`src/rtl/tipi_rpi_link_ctrl_pkg.sv`:
```
// Shared definitions for the TIPI RPi serial register link.
// Register selects and controller state encodings.
package tipi_rpi_link_ctrl_pkg;

  localparam logic [1:0] REGSEL_RD = 2'b00;
  localparam logic [1:0] REGSEL_RC = 2'b01;
  localparam logic [1:0] REGSEL_TD = 2'b10;
  localparam logic [1:0] REGSEL_TC = 2'b11;

  typedef enum logic [1:0] {
    ST_IDLE   = 2'd0,
    ST_SHIFT  = 2'd1,
    ST_COMMIT = 2'd2
  } link_state_e;

endpackage

```
`src/rtl/tipi_sync_edge.sv`:
```
// Multi-flop synchroniser for one async RPi strobe.
// Emits a registered 1-clk pulse on each rising edge.
import tipi_rpi_link_ctrl_pkg::*;

module tipi_sync_edge #(
  parameter int SYNC_STAGES = 2
) (
  input  logic clk,
  input  logic rst,
  input  logic mask_i,
  input  logic d_i,
  output logic rise_o
);

  logic [SYNC_STAGES-1:0] sync_q;
  logic                   rise_q;
  logic                   rise_d;

  // Edge taken between the last two stages; suppressed while masked.
  assign rise_d = sync_q[SYNC_STAGES-2]
                & ~sync_q[SYNC_STAGES-1]
                & ~mask_i;

  // Shift chain and rise pulse register.
  always_ff @(posedge clk) begin
    if (rst) begin
      sync_q <= '0;
      rise_q <= 1'b0;
    end else begin
      sync_q <= {sync_q[SYNC_STAGES-2:0], d_i};
      rise_q <= rise_d;
    end
  end

  assign rise_o = rise_q;

endmodule

```
`src/rtl/tipi_rpi_link_ctrl.sv`:
```
// Board-clock controller for the RPi serial register link.
// Receives RD/RC frames and serialises TD/TC snapshots.
import tipi_rpi_link_ctrl_pkg::*;

module tipi_rpi_link_ctrl #(
  parameter int SYNC_STAGES = 2,
  parameter int WIDTH       = 8
) (
  input  logic             clk,
  input  logic             rst,
  input  logic             rpi_sclk,
  input  logic             rpi_sle,
  input  logic [1:0]       rpi_regsel,
  input  logic             rpi_sdata_in,
  output logic             rpi_sdata_out,
  input  logic [WIDTH-1:0] td_in,
  input  logic [WIDTH-1:0] tc_in,
  output logic [WIDTH-1:0] rd_out,
  output logic [WIDTH-1:0] rc_out,
  output logic             rd_update,
  output logic             rc_update,
  output logic             frame_err,
  input  logic             err_clr
);

  localparam int CW = $clog2(WIDTH + 2);
  localparam int MW = $clog2(SYNC_STAGES + 2);
  localparam logic [CW-1:0] CNT_FULL = CW'(WIDTH);
  localparam logic [CW-1:0] CNT_OVR  = CW'(WIDTH + 1);

  logic [MW-1:0]                mask_cnt_q;
  logic                         mask;
  logic                         sclk_rise;
  logic                         sle_rise;
  logic [SYNC_STAGES-1:0][2:0]  dsync_q;
  logic [1:0]                   regsel_s;
  logic                         sdata_s;

  link_state_e                  state_q;
  logic [1:0]                   cur_sel_q;
  logic [CW-1:0]                bit_cnt_q;
  logic [CW-1:0]                bit_cnt_d;
  logic [0:WIDTH-1]             in_sr_q;
  logic [0:WIDTH-1]             in_sr_d;
  logic [0:WIDTH-1]             out_sr_q;
  logic [0:WIDTH-1]             out_sr_d;
  logic [WIDTH-1:0]             rd_q;
  logic [WIDTH-1:0]             rc_q;
  logic                         rd_upd_q;
  logic                         rc_upd_q;
  logic                         err_q;
  logic                         err_set;
  logic                         sel_bad;
  logic                         cnt_bad;

  // Blank edge detection until the synchronisers hold post-reset levels.
  always_ff @(posedge clk) begin
    if (rst) begin
      mask_cnt_q <= MW'(SYNC_STAGES + 1);
    end else if (mask_cnt_q != '0) begin
      mask_cnt_q <= mask_cnt_q - 1'b1;
    end
  end

  assign mask = (mask_cnt_q != '0);

  tipi_sync_edge #(
    .SYNC_STAGES(SYNC_STAGES)
  ) u_sclk (
    .clk   (clk),
    .rst   (rst),
    .mask_i(mask),
    .d_i   (rpi_sclk),
    .rise_o(sclk_rise)
  );

  tipi_sync_edge #(
    .SYNC_STAGES(SYNC_STAGES)
  ) u_sle (
    .clk   (clk),
    .rst   (rst),
    .mask_i(mask),
    .d_i   (rpi_sle),
    .rise_o(sle_rise)
  );

  // Same-depth synchroniser keeps regsel/sdata aligned with the pulses.
  always_ff @(posedge clk) begin
    if (rst) begin
      dsync_q <= '0;
    end else begin
      dsync_q <= {dsync_q[SYNC_STAGES-2:0],
                  {rpi_regsel, rpi_sdata_in}};
    end
  end

  assign regsel_s = dsync_q[SYNC_STAGES-1][2:1];
  assign sdata_s  = dsync_q[SYNC_STAGES-1][0];

  assign in_sr_d  = {in_sr_q[1:WIDTH-1], sdata_s};
  assign out_sr_d = {out_sr_q[1:WIDTH-1], 1'b0};
  assign bit_cnt_d = (bit_cnt_q == CNT_OVR) ? CNT_OVR
                   : bit_cnt_q + 1'b1;

  assign sel_bad = (state_q == ST_SHIFT) && (regsel_s != cur_sel_q);
  assign cnt_bad = (state_q == ST_COMMIT) && !cur_sel_q[1]
                && (bit_cnt_q != CNT_FULL);
  assign err_set = sel_bad | cnt_bad;

  // Frame FSM with shift registers and registered outputs.
  always_ff @(posedge clk) begin
    if (rst) begin
      state_q   <= ST_IDLE;
      cur_sel_q <= REGSEL_RD;
      bit_cnt_q <= '0;
      in_sr_q   <= '0;
      out_sr_q  <= '0;
      rd_q      <= '0;
      rc_q      <= '0;
      rd_upd_q  <= 1'b0;
      rc_upd_q  <= 1'b0;
      err_q     <= 1'b0;
    end else begin
      rd_upd_q <= 1'b0;
      rc_upd_q <= 1'b0;
      err_q    <= err_set | (err_q & ~err_clr);
      unique case (state_q)
        ST_IDLE: begin
          if (sclk_rise) begin
            in_sr_q   <= in_sr_d;
            out_sr_q  <= out_sr_d;
            bit_cnt_q <= CW'(1);
            cur_sel_q <= regsel_s;
            state_q   <= ST_SHIFT;
          end
          if (sle_rise) begin
            cur_sel_q <= regsel_s;
            state_q   <= ST_COMMIT;
          end
        end
        ST_SHIFT: begin
          if (sel_bad) begin
            bit_cnt_q <= '0;
            state_q   <= ST_IDLE;
          end else begin
            if (sclk_rise) begin
              in_sr_q   <= in_sr_d;
              out_sr_q  <= out_sr_d;
              bit_cnt_q <= bit_cnt_d;
            end
            if (sle_rise) begin
              state_q <= ST_COMMIT;
            end
          end
        end
        ST_COMMIT: begin
          bit_cnt_q <= '0;
          state_q   <= ST_IDLE;
          unique case (cur_sel_q)
            REGSEL_RD: if (!cnt_bad) begin
              rd_q     <= in_sr_q;
              rd_upd_q <= 1'b1;
            end
            REGSEL_RC: if (!cnt_bad) begin
              rc_q     <= in_sr_q;
              rc_upd_q <= 1'b1;
            end
            REGSEL_TD: out_sr_q <= td_in;
            REGSEL_TC: out_sr_q <= tc_in;
            default:   out_sr_q <= out_sr_q;
          endcase
        end
        default: state_q <= ST_IDLE;
      endcase
    end
  end

  assign rpi_sdata_out = out_sr_q[0];
  assign rd_out        = rd_q;
  assign rc_out        = rc_q;
  assign rd_update     = rd_upd_q;
  assign rc_update     = rc_upd_q;
  assign frame_err     = err_q;

endmodule

```
`config.mk`:
```
export PLATFORM = sky130hd
export DESIGN_NAME = tipi_rpi_link_ctrl
export DESIGN_NICKNAME = d
export VERILOG_FILES = /design/src/rtl/tipi_rpi_link_ctrl_pkg.sv /design/src/rtl/tipi_sync_edge.sv /design/src/rtl/tipi_rpi_link_ctrl.sv
export SDC_FILE = /design/constraint.sdc
export NUM_CORES = 1
export LEC_CHECK = 0
export CORE_MARGIN = 8
export CORE_UTILIZATION = 40
export CTS_CLUSTER_DIAMETER = 40
export DETAILED_ROUTE_END_ITERATION = 10
export SKIP_LAST_GASP = 1
export SLEW_MARGIN = 20
export SYNTH_ARGS = -nofsm -noshare
export SYNTH_HDL_FRONTEND = slang
export SYNTH_SLANG_ARGS = --single-unit
```
`constraint.sdc`:
```
create_clock -name clk -period 2.6 [get_ports clk]
set_clock_uncertainty 0.05 [all_clocks]
set_input_delay 0.52 -clock clk [delete_from_list [all_inputs] [get_ports clk]]
set_output_delay 0.52 -clock clk [all_outputs]
set_load 0.005 [all_outputs]
```
==> impl_metrics.json <==
{
  "status": "completed",
  "final-setup-viol-count": 0,
  "drc": 0,
  "drt_iter0_markers": 131,
  "min_path_type": "flip-flop to flip-flop",
  "critPathTopFamily": "simple AND/OR/NAND/NOR gates",
  "rows": 28,
  "first_pass_iters": 4,
  "place_ws_ns": 0.491,
  "vdd_drop_max_v": 0.000463,
  "synthCells": 274,
  "path_cells": "inv_1 -> ha_1 -> mux2_2 -> nand2_1 -> or4_1 -> a21oi_1",
  "crit_fanout": 16,
  "io_buffers": 43,
  "ys_warn_count": 0,
  "period_share_pct": 82.3,
  "die_area_sq_um": 8750,
  "fin_hold_ws_ns": 0.382,
  "via_count": 2026,
  "ant_nets": 0,
  "hold_viol": 0,
  "synth.distinct_cells": 35,
  "slew_violations": 0,
  "totalWireLength_um": 5610,
  "overflow": 0,
  "cts_sinks": 57,
  "synthTopCellsByArea": "dfxtp_1, a21oi_1, o21ai_0",
  "gp_congestion": 0.759,
  "clk_pin_slew_ns": 0.06,
  "synth_seq_cells": 57,
  "stdcell_count": 397,
  "final_nets": 346,
  "powerDensity_nw_per_um2": 611,
  "ys.flop_type": "dfxtp_1",
  "grt_max_degree": 30,
  "n_fill_cell": 572,
  "power.leakage_nw": 1.20,
  "core_sq_um": 5850,
  "antenna_found_initial": 0,
  "die_w_um": 93.5,
  "ctsHtreeMaxLevel": 3,
  "cpPeakStageDelay_ns": 0.58,
  "path_buf_inv": 1,
  "cts_buffers": 9,
  "synth_edf_count": 0,
  "initial_core_util_pct": 41.1,
  "dp_hpwl_um": 3890,
  "cts_setup_buffers": 0,
  "die_h_um": 93.5,
  "yosysTopAreaCell": "dfxtp_1",
  "routedWlPerCell_um": 14.1,
  "place_area_sq_um": 2890,
  "viasPerCell": 5.10,
  "clock_latency_ns": 0.32,
  "worstPathArrival_ns": 2.34,
  "grt_pass1_wl_um": 9590,
  "grt_pass1_vias": 1966,
  "clock-root-buffer": "clkbuf_8",
  "ctsResizeCount": 0,
  "rsz0062_at_grt": "no",
  "drive_gt1_share_pct": 7.76,
  "syn_area_per_cell_sq_um": 8.78,
  "yosysSeqAreaShare_pct": 47.5,
  "endpoint_kind": "flip-flop",
  "hold_buffers": 0,
  "worst_slew_pin_slew_ns": 0.666,
  "ios": 44,
  "setup_ws_ns": 0.460,
  "cts_buffer_depth": 2,
  "synth_fp_nets": 303,
  "cap_violations": 0,
  "cp.depth": 6,
  "area_delta_synth_final_pct": 29.4,
  "synth_top_area_share_pct": 47.5,
  "gr-usage-all-layers_pct": 13.7,
  "relSlewSlack_pct": 54.9,
  "cts_tree": "yes",
  "hold_path_depth": 1,
  "diodes": 0,
  "async_flop_share_pct": 0,
  "reg2reg_depth": 6,
  "dp.cells": 381,
  "worst_path_max_delay_cell": "or4_1",
  "fmaxAchievable_mhz": 467,
  "netlist_area_sq_um": 2400,
  "period_needed_ns": 2.14,
  "crit_type": "flip-flop to flip-flop",
  "setup_tns_ns": 0,
  "start_kind": "flip-flop",
  "crit_required_ns": 2.80,
  "stdcell_area_sq_um": 3110
}
## final timing paths
path                   start     endpoint  slack [ns]
setup / recovery  state_q[0]  out_sr_q[3]        0.46
hold / removal    dsync_q[2]   dsync_q[5]        0.38
hold reg to reg   dsync_q[2]   dsync_q[5]        0.38
setup reg to reg  state_q[0]  out_sr_q[3]        0.46
## cell families after synthesis
logic type | Yosys count | share of synthesized area (%)
flops | 57 | 47.5
fa+ha+maj | 5 | 2.60
buf+inv | 26 | 4.47
mux | 13 | 5.46
xor+xnor | 6 | 2.19
simple gates | 93 | 20.9
compound gates | 74 | 16.9
## worst reg2reg max path, stage by stage, from the launching register on
cell and delay [ns]:
dfxtp_1 0.38, inv_1 0.08, ha_1 0.33, mux2_2 0.27
nand2_1 0.23, or4_1 0.59, a21oi_1 0.14
## power by group
part | internal, mW | switching, mW | leakage, nW | total [mW]
sequential | 0.890 | 0.00860 | 0.462 | 0.898
clock | 0.564 | 0.340 | 0.113 | 0.904
combinational | 0.0562 | 0.0429 | 0.626 | 0.0991
## per-layer routing
layer  track usage [%]  vias to the layer above  part of all wire, %
li1                  -                     1049                    -
met1              18.1                      915                   50
met2              19.4                       56                   41
met3              5.13                        6                  7.2
met4              5.55                        0                  1.5
met5                 0                        -                    0
## area by class of cell
type | count | area [sq um] | share of cell area, %
Clock buffer | 11 | 141 | 4.54
Clock inverter | 5 | 78.8 | 2.53
Inverter | 10 | 37.5 | 1.21
Multi-Input combinational cell | 191 | 1160 | 37.2
Sequential cell | 57 | 1140 | 36.7
Tap cell | 75 | 93.8 | 3.02
Timing Repair Buffer | 48 | 463 | 14.9
## cell usage after synthesis, types with 2 or more instances
library cell,number
dfxtp_1,57
a21oi_1,33
o21ai_0,26
nor2_1,23
nand2_1,14
clkbuf_1,13
mux2i_1,12
nor2b_1,11
nand3_1,10
inv_1,9
or4_1,9
a211oi_1,7
and3_1,7
ha_1,5
nand2b_1,5
nor3_1,5
xnor2_1,3
xor2_1,3
a31oi_1,2
and3b_1,2
buf_2,2
nand3b_1,2
o32ai_1,2
## flip-flops by register name, indices dropped and copies added (netlist names)
signal / flops
bit_cnt_q: 4
cur_sel_q: 2
dsync_q: 6
frame_err: 1
in_sr_q: 8
mask_cnt_q: 2
out_sr_q: 8
rc_out: 8
rc_update: 1
rd_out: 8
rd_update: 1
state_q: 2
u_sclk.rise_o: 1
u_sclk.sync_q: 2
u_sle.rise_o: 1
u_sle.sync_q: 2
## placed cells by master, fill, tap and decap left out, drive strengths merged, types with 6 or more instances in the layout
| cell type | n |
|---|---|
| a211oi | 7 |
| nor2 | 23 |
| nand2 | 14 |
| clkbuf | 11 |
| inv | 9 |
| o21ai | 27 |
| dfxtp | 57 |
| nor2b | 11 |
| or4 | 10 |
| nand3 | 10 |
| and3 | 7 |
| mux2i | 12 |
| a21oi | 33 |
| clkdlybuf4s50 | 42 |
| buf | 6 |
## per-stage QoR
stage	total power, mW	utilization (%)
floorplan	0.970	-
global placement	1.02	49.4
detailed placement	1.02	49.4
CTS	1.93	53.2
global route	1.99	53.2
finish	1.90	53.2
(Power assumes the default switching activity.)
